--- src/rtl/pipe_ctrl.sv ---
// pipe_ctrl: pipeline stall/flush controller with exception redirect.
// Ports: clk, rst (sync, active-high), stallreq_from_id/ex/mem,
//   excepttype_i, cp0_epc_i -> stall[5:0], flush, new_pc,
//   stall_cycles_o, wdt_timeout_o.
// Optional stall watchdog: define PIPE_CTRL_STALL_WDT_EN.
module pipe_ctrl #(
  parameter logic [31:0] EXC_VECTOR = 32'h00000020,
  parameter logic [15:0] WDT_LIMIT  = 16'd1024
) (
  input  logic        clk,
  input  logic        rst,
  input  logic        stallreq_from_id,
  input  logic        stallreq_from_ex,
  input  logic        stallreq_from_mem,
  input  logic [31:0] excepttype_i,
  input  logic [31:0] cp0_epc_i,
  output logic [5:0]  stall,
  output logic        flush,
  output logic [31:0] new_pc,
  output logic [31:0] stall_cycles_o,
  output logic        wdt_timeout_o
);

  localparam logic [31:0] ERET = 32'h0000000e;

  typedef enum logic [1:0] {
    IDLE,
    FLUSH,
    RECOVER
  } state_t;

  state_t      state;
  logic        exc;
  logic [5:0]  req_stall;
  logic [31:0] cyc_q;

  assign exc = |excepttype_i;
  assign stall_cycles_o = cyc_q;

  always_comb begin
    req_stall = 6'b000000;
    if (stallreq_from_mem)
      req_stall = 6'b011111;
    else if (stallreq_from_ex)
      req_stall = 6'b001111;
    else if (stallreq_from_id)
      req_stall = 6'b000111;
  end

  // Exception redirect only from IDLE; FLUSH holds
  // everything quiet for one cycle.
  always_comb begin
    stall  = 6'b000000;
    flush  = 1'b0;
    new_pc = 32'h0;
    if (!rst) begin
      unique case (state)
        IDLE: begin
          if (exc) begin
            flush  = 1'b1;
            new_pc = (excepttype_i == ERET) ?
                     cp0_epc_i : EXC_VECTOR;
          end else begin
            stall = req_stall;
          end
        end
        RECOVER: stall = req_stall;
        default: ;
      endcase
    end
  end

  always_ff @(posedge clk) begin
    if (rst) begin
      state <= IDLE;
      cyc_q <= 32'h0;
    end else begin
      unique case (state)
        IDLE:    if (exc) state <= FLUSH;
        FLUSH:   state <= RECOVER;
        RECOVER: state <= IDLE;
        default: state <= IDLE;
      endcase
      if (stall[0])
        cyc_q <= cyc_q + 32'd1;
    end
  end

`ifdef PIPE_CTRL_STALL_WDT_EN
  logic [15:0] run_q;
  logic [15:0] run_nxt;
  logic        wdt_q;

  // Flush implies stall[0]=0, so the run also
  // clears on every flush cycle.
  always_comb begin
    run_nxt = 16'h0;
    if (stall[0])
      run_nxt = (run_q == 16'hFFFF) ?
                run_q : run_q + 16'd1;
  end

  always_ff @(posedge clk) begin
    if (rst) begin
      run_q <= 16'h0;
      wdt_q <= 1'b0;
    end else begin
      run_q <= run_nxt;
      if (stall[0] && run_nxt == WDT_LIMIT)
        wdt_q <= 1'b1;
    end
  end

  assign wdt_timeout_o = wdt_q;
`else
  wire unused_wdt = ^WDT_LIMIT;
  assign wdt_timeout_o = 1'b0;
`endif

endmodule
--- config.mk ---
export PLATFORM = sky130hd
export DESIGN_NAME = pipe_ctrl
export DESIGN_NICKNAME = d
export VERILOG_FILES = /design/src/rtl/pipe_ctrl.sv
export SDC_FILE = /design/constraint.sdc
export NUM_CORES = 1
export LEC_CHECK = 0
export ABC_AREA = 1
export ABC_CLOCK_PERIOD_IN_PS = 3440
export BUFFER_PORTS_ARGS = -buffer_cell sky130_fd_sc_hd__buf_4
export CORE_UTILIZATION = 49
export CTS_BUF_LIST = sky130_fd_sc_hd__clkbuf_16
export CTS_CLUSTER_SIZE = 28
export DETAILED_ROUTE_END_ITERATION = 10
export PLACE_DENSITY_LB_ADDON = 0.3
export SYNTH_ARGS = -nofsm -noshare
export SYNTH_HDL_FRONTEND = slang
export SYNTH_SLANG_ARGS = --single-unit
--- constraint.sdc ---
create_clock -name clk -period 3.44 [get_ports clk]
set_input_delay 0.344 -clock clk [delete_from_list [all_inputs] [get_ports clk]]
set_output_delay 0.344 -clock clk [all_outputs]
set_load 0.005 [all_outputs]
==> reports/qor.txt, run 1 <==
========================================================================================
GRT Overall Usage                                                                  27.6%
Number of library cell types mapped by synthesis                                      23
Max Buffers Root-to-Sink                                                               2
Count of buffers added by post-CTS timing repair for setup                             0
Final cell count without fillers                                                     673
Required time of the critical path                                               3100 ps
Compound-Gate Fraction of Synth Area                                               2.04%
CTS clock-pin slew for the worst setup and hold paths                              60 ps
Transition time of the tightest slew-check pin                                    801 ps
Launch point of the critical path                                           excepttype_i[21]
TritonCTS sink count                                                                  34
Layout Nets                                                                          672
Via count of the first global-routing pass                                          2844
Global placer's final weighted congestion                                          0.851
Xor/xnor share of the synthesized area                                            0.340%
Post-route cell area                                                         0.00374 mm2
Slew HR                                                                            46.5%
Post-synthesis register bit count                                                     34
Number of instances resized during post-cts repair                                     0
Arrival time at the worst endpoint                                               2100 ps
Category of the most critical setup path                                          in2out
Placeable core region                                                        0.00507 mm2
Initial antenna violation count                                                        0
Horizontal extent of the die                                                     74.5 um
Cell Rows                                                                             26
Uppermost metal layer occupied by signal nets                                       met4
YS warnings                                                                            0
R2r startpoint                                                              stall_cycles_o[0]$_SDFFE_PP0P_
Total Routed Length                                                              7610 um
Final hold violations                                                                  0
Max Fclk                                                                       0.410 GHz
Number of hold-repair buffers added at the cts stage                                   0
Post-Synth Adder-Cell Area                                                        0.486%
Main combinational cell family by area after synthesis                      simple AND/OR/NAND/NOR gates
Layout overhead on the synthesized area                                            45.3%
Max-Cap Viols                                                                          0
Number of cells on the worst reg-to-reg path                                           9
CTS tree                                                                           built
Outcome                                                                        completed
Final ANT Viol Nets                                                                    0
First-pass GRT wire length                                                      11900 um
Residual overflow from global routing                                                  0
Endpoint of the most critical setup path                                       new_pc[4]
Die ar.                                                                      0.00554 mm2
Unrepaired setup endpoints after global routing                                    false
Layout cell share with drive strength beyond 1                                     26.9%
Average instance area after synthesis                                           5.43 um2
Tmin final                                                                       2440 ps
Routed length on met2                                                            3850 um
Multiplexer fraction of the synthesized cell area                                     0%
Ratio of total power to cell area                                             257 mW/mm2
Type of element launching the critical path                                 primary input
Critical register-to-register path endpoint                                 stall_cycles_o[22]$_SDFFE_PP0P_
Final clock period utilization by the worst path                                   70.9%
Total standard cell area after synthesis                                     0.00257 mm2
Setup crit end kind                                                          output port
Leading cell types in the layout, fill and taps excluded                    sky130_fd_sc_hd__nand2_1 (150), sky130_fd_sc_hd__buf_4 (142), sky130_fd_sc_hd__nor2_1 (140)
Pre-CTS WS                                                                       1030 ps
Quantity of I/O buffers inserted on ports                                            138
Y dimension of the die                                                           74.5 um
Average routed wire per standard cell                                            11.3 um
Largest net degree at the start of global routing                                     38
Post-DP Area                                                                 0.00360 mm2
Met3 routed WL                                                                    648 um
Hold Crit Class                                                                   in2reg
Drc violations                                                                         0
Setup TNS                                                                           0 ps
DRT met1 WL                                                                      2950 um
DR pass1 iterations                                                                    4
Register-to-register setup slack                                                 1610 ps
Initial drt markers                                                                  253
Via Count                                                                           3258
Final setup viols                                                                      0
Sequential-to-total area share from yosys stat                                     26.5%
Total half-perimeter wirelength after legalization and detailed placement        5750 um
Clock skew                                                                       5.24 ps
Standby leakage power                                                            1.77 nW
Worst vdd rail ir drop                                                          0.172 mV
Final slew viol count                                                                  0
Post-synthesis share of cell area spent on and, or, nand and nor gates             57.4%
Post-placement cell count                                                            665
CTS HTree Levels                                                                       2
Source-to-sink clock delay at the later pin of the worst-skew pair                280 ps
Final WS setup                                                                   1000 ps
Commonest non-fill, non-tap cell in the layout                              sky130_fd_sc_hd__nand2_1
Critical path fanouts, max                                                            34
Cells after Synth                                                                    474
Number of top-level design ports                                                     141
Initial cell density of the core                                                   50.7%
Clock buffer count from CTS                                                            5
Clock Tree Root                                                             sky130_fd_sc_hd__clkbuf_16
Ratio of routed vias to standard cells                                              4.84
Antenna cell count                                                                     0
========================================================================================
==> worst min path at each step <==
stage | end | cells after the start | startpoint | slack [ps]
after global routing | stall_cycles_o[30]$_SDFFE_PP0P_ | 2 | rst | 320
after detailed placement | state[1]$_SDFFE_PP0P_ | 2 | state[0]$_SDFFE_PP0P_ | 460
after CTS | stall_cycles_o[29]$_SDFFE_PP0P_ | 2 | rst | 310
final | stall_cycles_o[1]$_SDFFE_PP0P_ | 2 | rst | 310
after global placement | state[1]$_SDFFE_PP0P_ | 2 | state[0]$_SDFFE_PP0P_ | 460
after floorplan | state[1]$_SDFFE_PP0P_ | 2 | state[0]$_SDFFE_PP0P_ | 440
==> kinds of logic after synthesis <==
group,after synthesis
adder cells (fa/ha/maj),1
buffers and inverters,76
flip-flops,34
XOR/XNOR,1
other,1
AO/OA/AOI/OAI,9
AND/OR/NAND/NOR,352
==> sequential cells by signal, summed over array words and instances, names as in the netlist <==
signal / flops
stall_cycles_o: 32
state: 2
==> report_power, final <==
part	leakage [nW]	internal, W	switching (W)
Clock	0.0672	0.000264	0.000164
Sequential	0.274	0.000397	0.00000219
Combinational	1.42	0.0000671	0.0000656
Total	1.77	0.000728	0.000232
==> routing by layer <==
metal  global-route usage, %  vias up
li1                        -     1687
met1                    31.7     1419
met2                    47.8      133
met3                    8.40       19
met4                    10.9        0
met5                       0        -
==> worst max-delay path, stage by stage <==
cell                      delay, ps
sky130_fd_sc_hd__buf_4          110
sky130_fd_sc_hd__nor2_1          90
sky130_fd_sc_hd__nand2_1         60
sky130_fd_sc_hd__nor2_1         100
sky130_fd_sc_hd__nand2_1         80
sky130_fd_sc_hd__o21ai_2        160
sky130_fd_sc_hd__buf_4          310
sky130_fd_sc_hd__or2_2          540
sky130_fd_sc_hd__nor2_1         120
sky130_fd_sc_hd__buf_4          160
==> cells in the mapped netlist, drive strengths merged <==
cell type,number,area share [%]
o21ai,4,0.92
nor4,1,0.24
clkbuf,4,0.58
nor3,7,1.4
a21oi,5,1.1
dfxtp,34,26
or2,1,0.24
nand2,150,22
nand3b,10,2.9
nor2,143,21
conb,1,0.15
buf,18,4.6
inv,54,7.9
nand4,10,2.4
ha,1,0.49
nand3,30,7.2
xor2,1,0.34
==> through the flow <==
stage               power (W)  hold slack (ps)  util, %
finish               0.000960              306     73.6
global route         0.000992              318     73.6
CTS                  0.000968              306     73.6
detailed placement   0.000538              463     70.9
global placement     0.000536              458     70.9
floorplan            0.000470              441        -
==> layout make-up <==
class / instances / area, um2
Clock inverter: 3 / 16.3
Fill cell: 420 / 1340
Multi-Input combinational cell: 365 / 1560
Clock buffer: 5 / 125
Timing Repair Buffer: 142 / 1070
Tap cell: 70 / 87.6
Sequential cell: 34 / 681
Inverter: 54 / 203
(Power assumes the default switching activity.)
==> run 2, diff against run 1 <==
--- a/config.mk
+++ b/config.mk
@@ -5,10 +5,10 @@
 export SDC_FILE = /design/constraint.sdc
 export NUM_CORES = 1
 export LEC_CHECK = 0
-export ABC_AREA = 1
-export ABC_CLOCK_PERIOD_IN_PS = 3440
+export ABC_AREA = 0
+export ABC_CLOCK_PERIOD_IN_PS = 2000
 export BUFFER_PORTS_ARGS = -buffer_cell sky130_fd_sc_hd__buf_4
-export CORE_UTILIZATION = 49
+export CORE_UTILIZATION = 39
 export CTS_BUF_LIST = sky130_fd_sc_hd__clkbuf_16
 export CTS_CLUSTER_SIZE = 28
 export DETAILED_ROUTE_END_ITERATION = 10
==> constraint.sdc (replaced) <==
create_clock -name clk -period 2 [get_ports clk]
set_input_delay 0.2 -clock clk [delete_from_list [all_inputs] [get_ports clk]]
set_output_delay 0.2 -clock clk [all_outputs]
set_load 0.005 [all_outputs]
==> run 2 against run 1 <==
Register-to-register slack got worse by 1600 ps. Highest routed layer unchanged. Critical path type is now reg2out. Hold slack better by 23 ps. Final cell count down 23%. Design area increased by 5.6%. Non-clock buffer count rose by 36.
==> reports/qor.txt, run 2 <==
========================================================================================
Post-synth top cells                                                        sky130_fd_sc_hd__dfxtp_1 (34), sky130_fd_sc_hd__nor2_1 (34), sky130_fd_sc_hd__and2_1 (32)
Layout Nets                                                                          518   -23%
Die ar.                                                                      0.00613 mm2   +11%
Y dimension of the die                                                           78.3 um   +5.2%
Final ANT Viol Nets                                                                    0   unchanged
Antenna cell count                                                                     0   unchanged
Final cell count without fillers                                                     520   -23%
Met3 track utilization from global routing                                         5.23%   -3.2 points
Via count of the first global-routing pass                                          2359   -17%
Cells after Synth                                                                    282   -41%
Standby leakage power                                                            1.77 nW   +0.28%
GRT Overall Usage                                                                  22.8%   -4.9 points
Hold Crit Class                                                                   in2reg
Layout overhead on the synthesized area                                            73.8%
Total power of the final layout                                                0.00163 W   +70%
Number of top-level design ports                                                     141   unchanged
Number of hold-repair buffers added at the cts stage                                   0   unchanged
Total Routed Length                                                              7550 um   -0.81%
Commonest non-fill, non-tap cell in the layout                              sky130_fd_sc_hd__buf_4
Residual overflow from global routing                                                  0   unchanged
Post-placement cell count                                                            505   -24%
Met1 usage                                                                         29.1%   -2.7 points
Slew HR                                                                            63.1%   +17 points
TritonCTS sink count                                                                  34   unchanged
Fill count                                                                           458   +9.0%
Critical path fanouts, max                                                            15   -56%
CTS HTree Levels                                                                       2   unchanged
Total standard cell area after synthesis                                     0.00227 mm2   -12%
GRT busiest layer                                                                   met2
Post-synthesis register bit count                                                     34   unchanged
Final hold violations                                                                  0   unchanged
Clock buffer count from CTS                                                            5   unchanged
Max Fclk                                                                       0.509 GHz
Largest cells by area after synthesis                                       sky130_fd_sc_hd__dfxtp_1 (30%), sky130_fd_sc_hd__and2_1 (8.8%), sky130_fd_sc_hd__mux2_2 (8.4%)
Ratio of routed vias to standard cells                                              5.11   +5.5%
Drc violations                                                                         0   unchanged
Average routed wire per standard cell                                            14.5 um   +28%
Tmin final                                                                       1970 ps
Source-to-sink clock delay at the later pin of the worst-skew pair                270 ps   about the same
Total half-perimeter wirelength after legalization and detailed placement        5410 um   -5.9%
Required time of the critical path                                               1800 ps   -1300 ps
Arrival time at the worst endpoint                                               1770 ps   -330 ps
Post-synthesis cell type with the largest combined area                     sky130_fd_sc_hd__dfxtp_1
Share of flip-flops with an asynchronous set or reset after synthesis                 0%   unchanged
Max Buffers Root-to-Sink                                                               2   unchanged
Average instance area after synthesis                                           8.05 um2   +48%
Quantity of I/O buffers inserted on ports                                            138   unchanged
Critical path cell sequence                                                 buf_6 -> or3_4 -> nor3_4 -> buf_6 -> and2_1 -> buf_4
Initial drt markers                                                                   88   -65%
Sequential-to-total area share from yosys stat                                     30.0%   +3.5 points
First-pass GRT wire length                                                      11100 um   -7.2%
Global-route track usage on met2                                                   37.6%   -10 points
Category of the most critical setup path                                         reg2out
CTS clock-pin slew for the worst setup and hold paths                              50 ps   about the same
YS warnings                                                                            0   unchanged
Clock skew                                                                       4.06 ps   -1.18 ps
CTS tree                                                                           built
Transition time of the tightest slew-check pin                                    554 ps   -247 ps
Final clock period utilization by the worst path                                   98.3%
Setup TNS                                                                           0 ps   unchanged
Worst vdd rail ir drop                                                          0.395 mV   +130%
Final Hold Slack                                                                  329 ps   +22.7 ps
Initial cell density of the core                                                   40.7%   -9.9 points
Placeable core region                                                        0.00557 mm2   +9.8%
Launch point of the critical path                                           state[0]$_SDFFE_PP0P_
Max-Cap Viols                                                                          0   unchanged
Max incr delay on CP                                                              380 ps   -160 ps
Layout cell share with drive strength beyond 1                                     53.3%   +26 points
Global placer's final weighted congestion                                          0.788   -7.4%
DR pass1 iterations                                                                    4   unchanged
Critical-path cell with the highest stage delay                             sky130_fd_sc_hd__or3_4
Number of synthesized flops with an enable pin                                         0   unchanged
Yosys top cell area share                                                          30.0%   +3.5 points
Clock Tree Root                                                             sky130_fd_sc_hd__clkbuf_16
Number of library cell types mapped by synthesis                                      37   +61%
Initial antenna violation count                                                        0   unchanged
Leading cell types in the layout, fill and taps excluded                    sky130_fd_sc_hd__buf_4 (165), sky130_fd_sc_hd__nor2_1 (33), sky130_fd_sc_hd__dfxtp_1 (27)
Final slew viol count                                                                  0   unchanged
Top Family by Delay on Critical Path                                        simple AND/OR/NAND/NOR gates
R2r startpoint                                                              stall_cycles_o[6]$_SDFFE_PP0P_
Final setup viols                                                                      0   unchanged
Horizontal extent of the die                                                     78.3 um   +5.2%
Post-route cell area                                                         0.00395 mm2   +5.6%
Number of buffers and inverters on the critical path                                   3   unchanged
Outcome                                                                        completed
Flip-flop count of the largest register, all copies and words added                   32   unchanged
Type of element launching the critical path                                    flip-flop
Setup crit end kind                                                          output port
Post-DP Area                                                                 0.00357 mm2   -0.77%
Largest net degree at the start of global routing                                     59   +55%
Unrepaired setup endpoints after global routing                                     true
Critical path's most frequent cell                                          sky130_fd_sc_hd__buf_6
Min-Delay Startpoint                                                        excepttype_i[3]
Via Count                                                                           2657   -18%
Cell Rows                                                                             27   +3.8%
Ratio of total power to cell area                                             412 mW/mm2   +61%
Synth Flop Type                                                             sky130_fd_sc_hd__dfxtp_1
========================================================================================
## run 2: what timing repair did
action	in CTS	in global routing
resized for setup	8	38
endpoints found under the setup margin	36	53
buffers inserted	3	5
pin swaps	3	17
gates cloned	1	1
## run 2: stage by stage
stage          utilization [%]  worst slack (ps)
6_report                  70.8              33.8
5_1_grt                   70.8             -43.0
4_1_cts                   68.0             -10.0
3_5_place_dp              64.0              -179
3_3_place_gp              64.0             -84.1
2_1_floorplan                -              44.3
## run 2: where the power goes
| part | internal, W | switching [W] | total, W |
|---|---|---|---|
| combinational | 0.000136 | 0.0000870 | 0.000223 |
| sequential | 0.000683 | 0.00000510 | 0.000688 |
| clock | 0.000449 | 0.000267 | 0.000716 |
## run 2: cell type report
| cell class | count | area (um2) | share of cell area [%] |
|---|---|---|---|
| inverters | 8 | 30.0 | 0.761 |
| clock buffers | 5 | 125 | 3.17 |
| clock inverters | 2 | 10.0 | 0.254 |
| repair buffers | 178 | 1400 | 35.5 |
| flip-flops and latches | 34 | 689 | 17.5 |
| multi-input cells | 221 | 1600 | 40.5 |
| well taps | 72 | 90.1 | 2.28 |
## run 2: cells by family (layout without fill, tap and decap cells)
family / after synthesis / in the layout / synth area share, %
other: 1 / 2 / 0.165
buffers and inverters: 29 / 193 / 6.72
adder cells (fa/ha/maj): 1 / 1 / 0.551
AND/OR/NAND/NOR: 150 / 151 / 37.8
flip-flops: 34 / 34 / 30.0
multiplexers: 22 / 22 / 10.9
AO/OA/AOI/OAI: 45 / 45 / 13.9
## run 2: final timing paths
check	end	slack, ps	depth (start not counted)
setup / recovery	new_pc[28]	30	6
hold / removal	state[0]$_SDFFE_PP0P_	330	4
setup reg to reg	stall_cycles_o[26]$_SDFFE_PP0P_	60	6
hold reg to reg	stall_cycles_o[9]$_SDFFE_PP0P_	490	2
## run 2: per-layer routing
metal | part of all wire, % | vias to the layer above
li1 | - | 1340
met1 | 43 | 1217
met2 | 51 | 88
met3 | 5.5 | 12
met4 | 1.3 | 0
met5 | 0 | -
## run 2: worst register-to-register path, cell delays in order (launching register included)
cell	delay [ps]
sky130_fd_sc_hd__dfxtp_1	340
sky130_fd_sc_hd__nand4_1	190
sky130_fd_sc_hd__nor2_1	170
sky130_fd_sc_hd__buf_4	180
sky130_fd_sc_hd__nand4_4	210
sky130_fd_sc_hd__a2111oi_4	400
sky130_fd_sc_hd__mux2_4	330
==> run 3, diff against run 2 <==
--- a/config.mk
+++ b/config.mk
@@ -8,11 +8,12 @@
 export ABC_AREA = 0
 export ABC_CLOCK_PERIOD_IN_PS = 2000
 export BUFFER_PORTS_ARGS = -buffer_cell sky130_fd_sc_hd__buf_4
+export CORE_MARGIN = 2
 export CORE_UTILIZATION = 39
 export CTS_BUF_LIST = sky130_fd_sc_hd__clkbuf_16
 export CTS_CLUSTER_SIZE = 28
 export DETAILED_ROUTE_END_ITERATION = 10
-export PLACE_DENSITY_LB_ADDON = 0.3
+export PLACE_DENSITY = 0.77
 export SYNTH_ARGS = -nofsm -noshare
 export SYNTH_HDL_FRONTEND = slang
 export SYNTH_SLANG_ARGS = --single-unit
==> run 3 against run 2 <==
Critical path depth fell by 1. Final cell count increased by 0.19%. Sequential share of layout area rose by 0.13 points. Hold slack got worse by 170 ps. Via count barely moved. Highest routed layer unchanged.
==> reports/qor.txt, run 3 (synthesis results as in run 2) <==
========================================================================================
Post-route cell area                                                         0.00390 mm2   -1.3%
Outcome                                                                        completed
Final ANT Viol Nets                                                                    0   unchanged
Source-to-sink clock delay at the later pin of the worst-skew pair                280 ps   about the same
Global placer's final weighted congestion                                          0.811   +2.9%
Average routed wire per standard cell                                            14.9 um   +2.7%
Clock buffer count from CTS                                                            5   unchanged
Post-placement cell count                                                            502   -0.59%
Category of the most critical setup path                                         reg2reg
Sw Pwr                                                                        0.000371 W   +3.3%
Leading cell types in the layout, fill and taps excluded                    sky130_fd_sc_hd__buf_4 (169), sky130_fd_sc_hd__nor2_1 (32), sky130_fd_sc_hd__dfxtp_1 (32)
Y dimension of the die                                                           80.3 um   +2.6%
Unrepaired setup endpoints after global routing                                     true
Flip-flop count of the largest register, all copies and words added                   32   unchanged
First-pass GRT wire length                                                      11700 um   +5.6%
Commonest non-fill, non-tap cell in the layout                              sky130_fd_sc_hd__buf_4
Slew HR                                                                            65.8%   +2.7 points
Hold Crit Class                                                                   in2reg
Largest net degree at the start of global routing                                     55   -6.8%
Register cell area after layout                                                  686 um2   -0.54%
Initial drt markers                                                                  115   +31%
Post-DP Area                                                                 0.00351 mm2   -1.7%
Fill count                                                                           462   +0.87%
Max-Cap Viols                                                                          0   unchanged
Layout Nets                                                                          518   unchanged
Clock Tree Root                                                             sky130_fd_sc_hd__clkbuf_16
Final cell count without fillers                                                     521   +0.19%
Final clock period utilization by the worst path                                   96.9%   -1.4 points
Setup crit end kind                                                            flip-flop
Combined area of the multi-input logic cells                                 0.00155 mm2   -3.0%
Ratio of routed vias to standard cells                                              5.10   -0.15%
Comb pwr share                                                                     12.7%   -1.0 points
DR pass1 iterations                                                                    4   unchanged
CTS clock-pin slew for the worst setup and hold paths                              50 ps   about the same
Initial cell density of the core                                                   40.7%   unchanged
Total Routed Length                                                              7770 um   +2.9%
Via count of the first global-routing pass                                          2491   +5.6%
TritonCTS sink count                                                                  34   unchanged
Arrival time at the worst endpoint                                               2110 ps   +340 ps
Clk network pwr share                                                              48.4%   +4.4 points
Drc violations                                                                         0   unchanged
Final slew viol count                                                                  0   unchanged
Worst vdd rail ir drop                                                          0.433 mV   +9.6%
GRT Overall Usage                                                                  22.9%   +0.15 points
Via Count                                                                           2658   +0.038%
Die ar.                                                                      0.00645 mm2   +5.2%
Setup TNS                                                                           0 ps   unchanged
Number of hold-repair buffers added at the cts stage                                   0   unchanged
Critical path fanouts, max                                                             5   -10
Final setup viols                                                                      0   unchanged
Quantity of I/O buffers inserted on ports                                            138   unchanged
Layout cell share with drive strength beyond 1                                     51.9%   -1.5 points
Layout overhead on the synthesized area                                            71.6%
Switching Share                                                                    21.0%   -1.1 points
Initial antenna violation count                                                        0   unchanged
CTS HTree Levels                                                                       2   unchanged
Placeable core region                                                        0.00557 mm2   unchanged
Internal cell power                                                            0.00140 W   +10%
Cell Rows                                                                             27   unchanged
Ratio of total power to cell area                                             453 mW/mm2   +10%
Antenna cell count                                                                     0   unchanged
Sequential power share                                                             38.9%   -3.4 points
Number of top-level design ports                                                     141   unchanged
Final hold violations                                                                  0   unchanged
Max Buffers Root-to-Sink                                                               2   unchanged
Clock skew                                                                       3.67 ps   -0.393 ps
Tmin final                                                                       1940 ps   -28.3 ps
Standby leakage power                                                            1.75 nW   -1.0%
Residual overflow from global routing                                                  0   unchanged
Transition time of the tightest slew-check pin                                    513 ps   -40.9 ps
CTS tree                                                                           built
Max Fclk                                                                       0.516 GHz   +1.5%
Required time of the critical path                                               2170 ps   +370 ps
Horizontal extent of the die                                                     80.3 um   +2.6%
Finished Core Util                                                                 69.9%   -0.92 points
Total half-perimeter wirelength after legalization and detailed placement        5720 um   +5.8%
Type of element launching the critical path                                    flip-flop
========================================================================================
==> run 3: cell count changes in the layout (fill, tap and decap cells not counted), sizes merged <==
cell	delta
bufinv	+1
nand4	-1
clkinv	-2
inv	+2
buf	+1
==> run 3: power groups by stage <==
stage	logic (W)	clock network, W	registers (W)
2_1_floorplan	0.0000638	0	0.000701
3_3_place_gp	0.000193	0	0.000702
3_5_place_dp	0.000197	0	0.000702
4_1_cts	0.000214	0.000867	0.000686
5_1_grt	0.000243	0.000903	0.000686
6_report	0.000225	0.000855	0.000687
==> run 3: final timing paths <==
kind / start / to / slack [ps] / cells after the start
min reg2reg: stall_cycles_o[2]$_SDFFE_PP0P_ / stall_cycles_o[2]$_SDFFE_PP0P_ / 530 / 2
min: rst / stall_cycles_o[0]$_SDFFE_PP0P_ / 160 / 2
max: stall_cycles_o[13]$_SDFFE_PP0P_ / stall_cycles_o[30]$_SDFFE_PP0P_ / 60 / 5
max reg2reg: stall_cycles_o[13]$_SDFFE_PP0P_ / stall_cycles_o[30]$_SDFFE_PP0P_ / 60 / 5
==> run 3: routing by layer <==
metal  part of all wire [%]  GRT usage [%]
met5                      0              0
met2                     51           38.3
met1                     43           29.7
met4                    1.4           7.29
met3                    4.2           4.16
==> run 3: through the flow <==
step                      setup WS, ps  hold WS, ps  power [W]
after floorplan                   44.3          372   0.000765
after global placement           -48.7          428   0.000895
after detailed placement         -72.8          437   0.000899
after CTS                         6.38          153    0.00177
after global routing             -39.0          170    0.00183
final                             62.1          162    0.00177
==> run 3: critical path: stages, from the launching register on <==
cell and delay (ps):
sky130_fd_sc_hd__dfxtp_1 390, sky130_fd_sc_hd__nand4_1 230, sky130_fd_sc_hd__and4bb_2 410, sky130_fd_sc_hd__nand4_1 170, sky130_fd_sc_hd__a211oi_2 270, sky130_fd_sc_hd__mux2_2 350
==> run 3: cell type report <==
| type | instances | area share, % |
|---|---|---|
| Multi-Input combinational cell | 220 | 39.9 |
| Timing Repair Buffer | 179 | 35.3 |
| Sequential cell | 34 | 17.6 |
| Clock buffer | 5 | 3.21 |
| Tap cell | 72 | 2.31 |
| Clock inverter | 3 | 0.963 |
| Inverter | 8 | 0.771 |
==> run 3: timing repair <==
item                                    4_1_cts  5_1_grt
pin swaps                                     3        3
resized for setup                            20       19
cloned                                        4        0
buffers inserted                              4        3
endpoints found under the setup margin       29       53
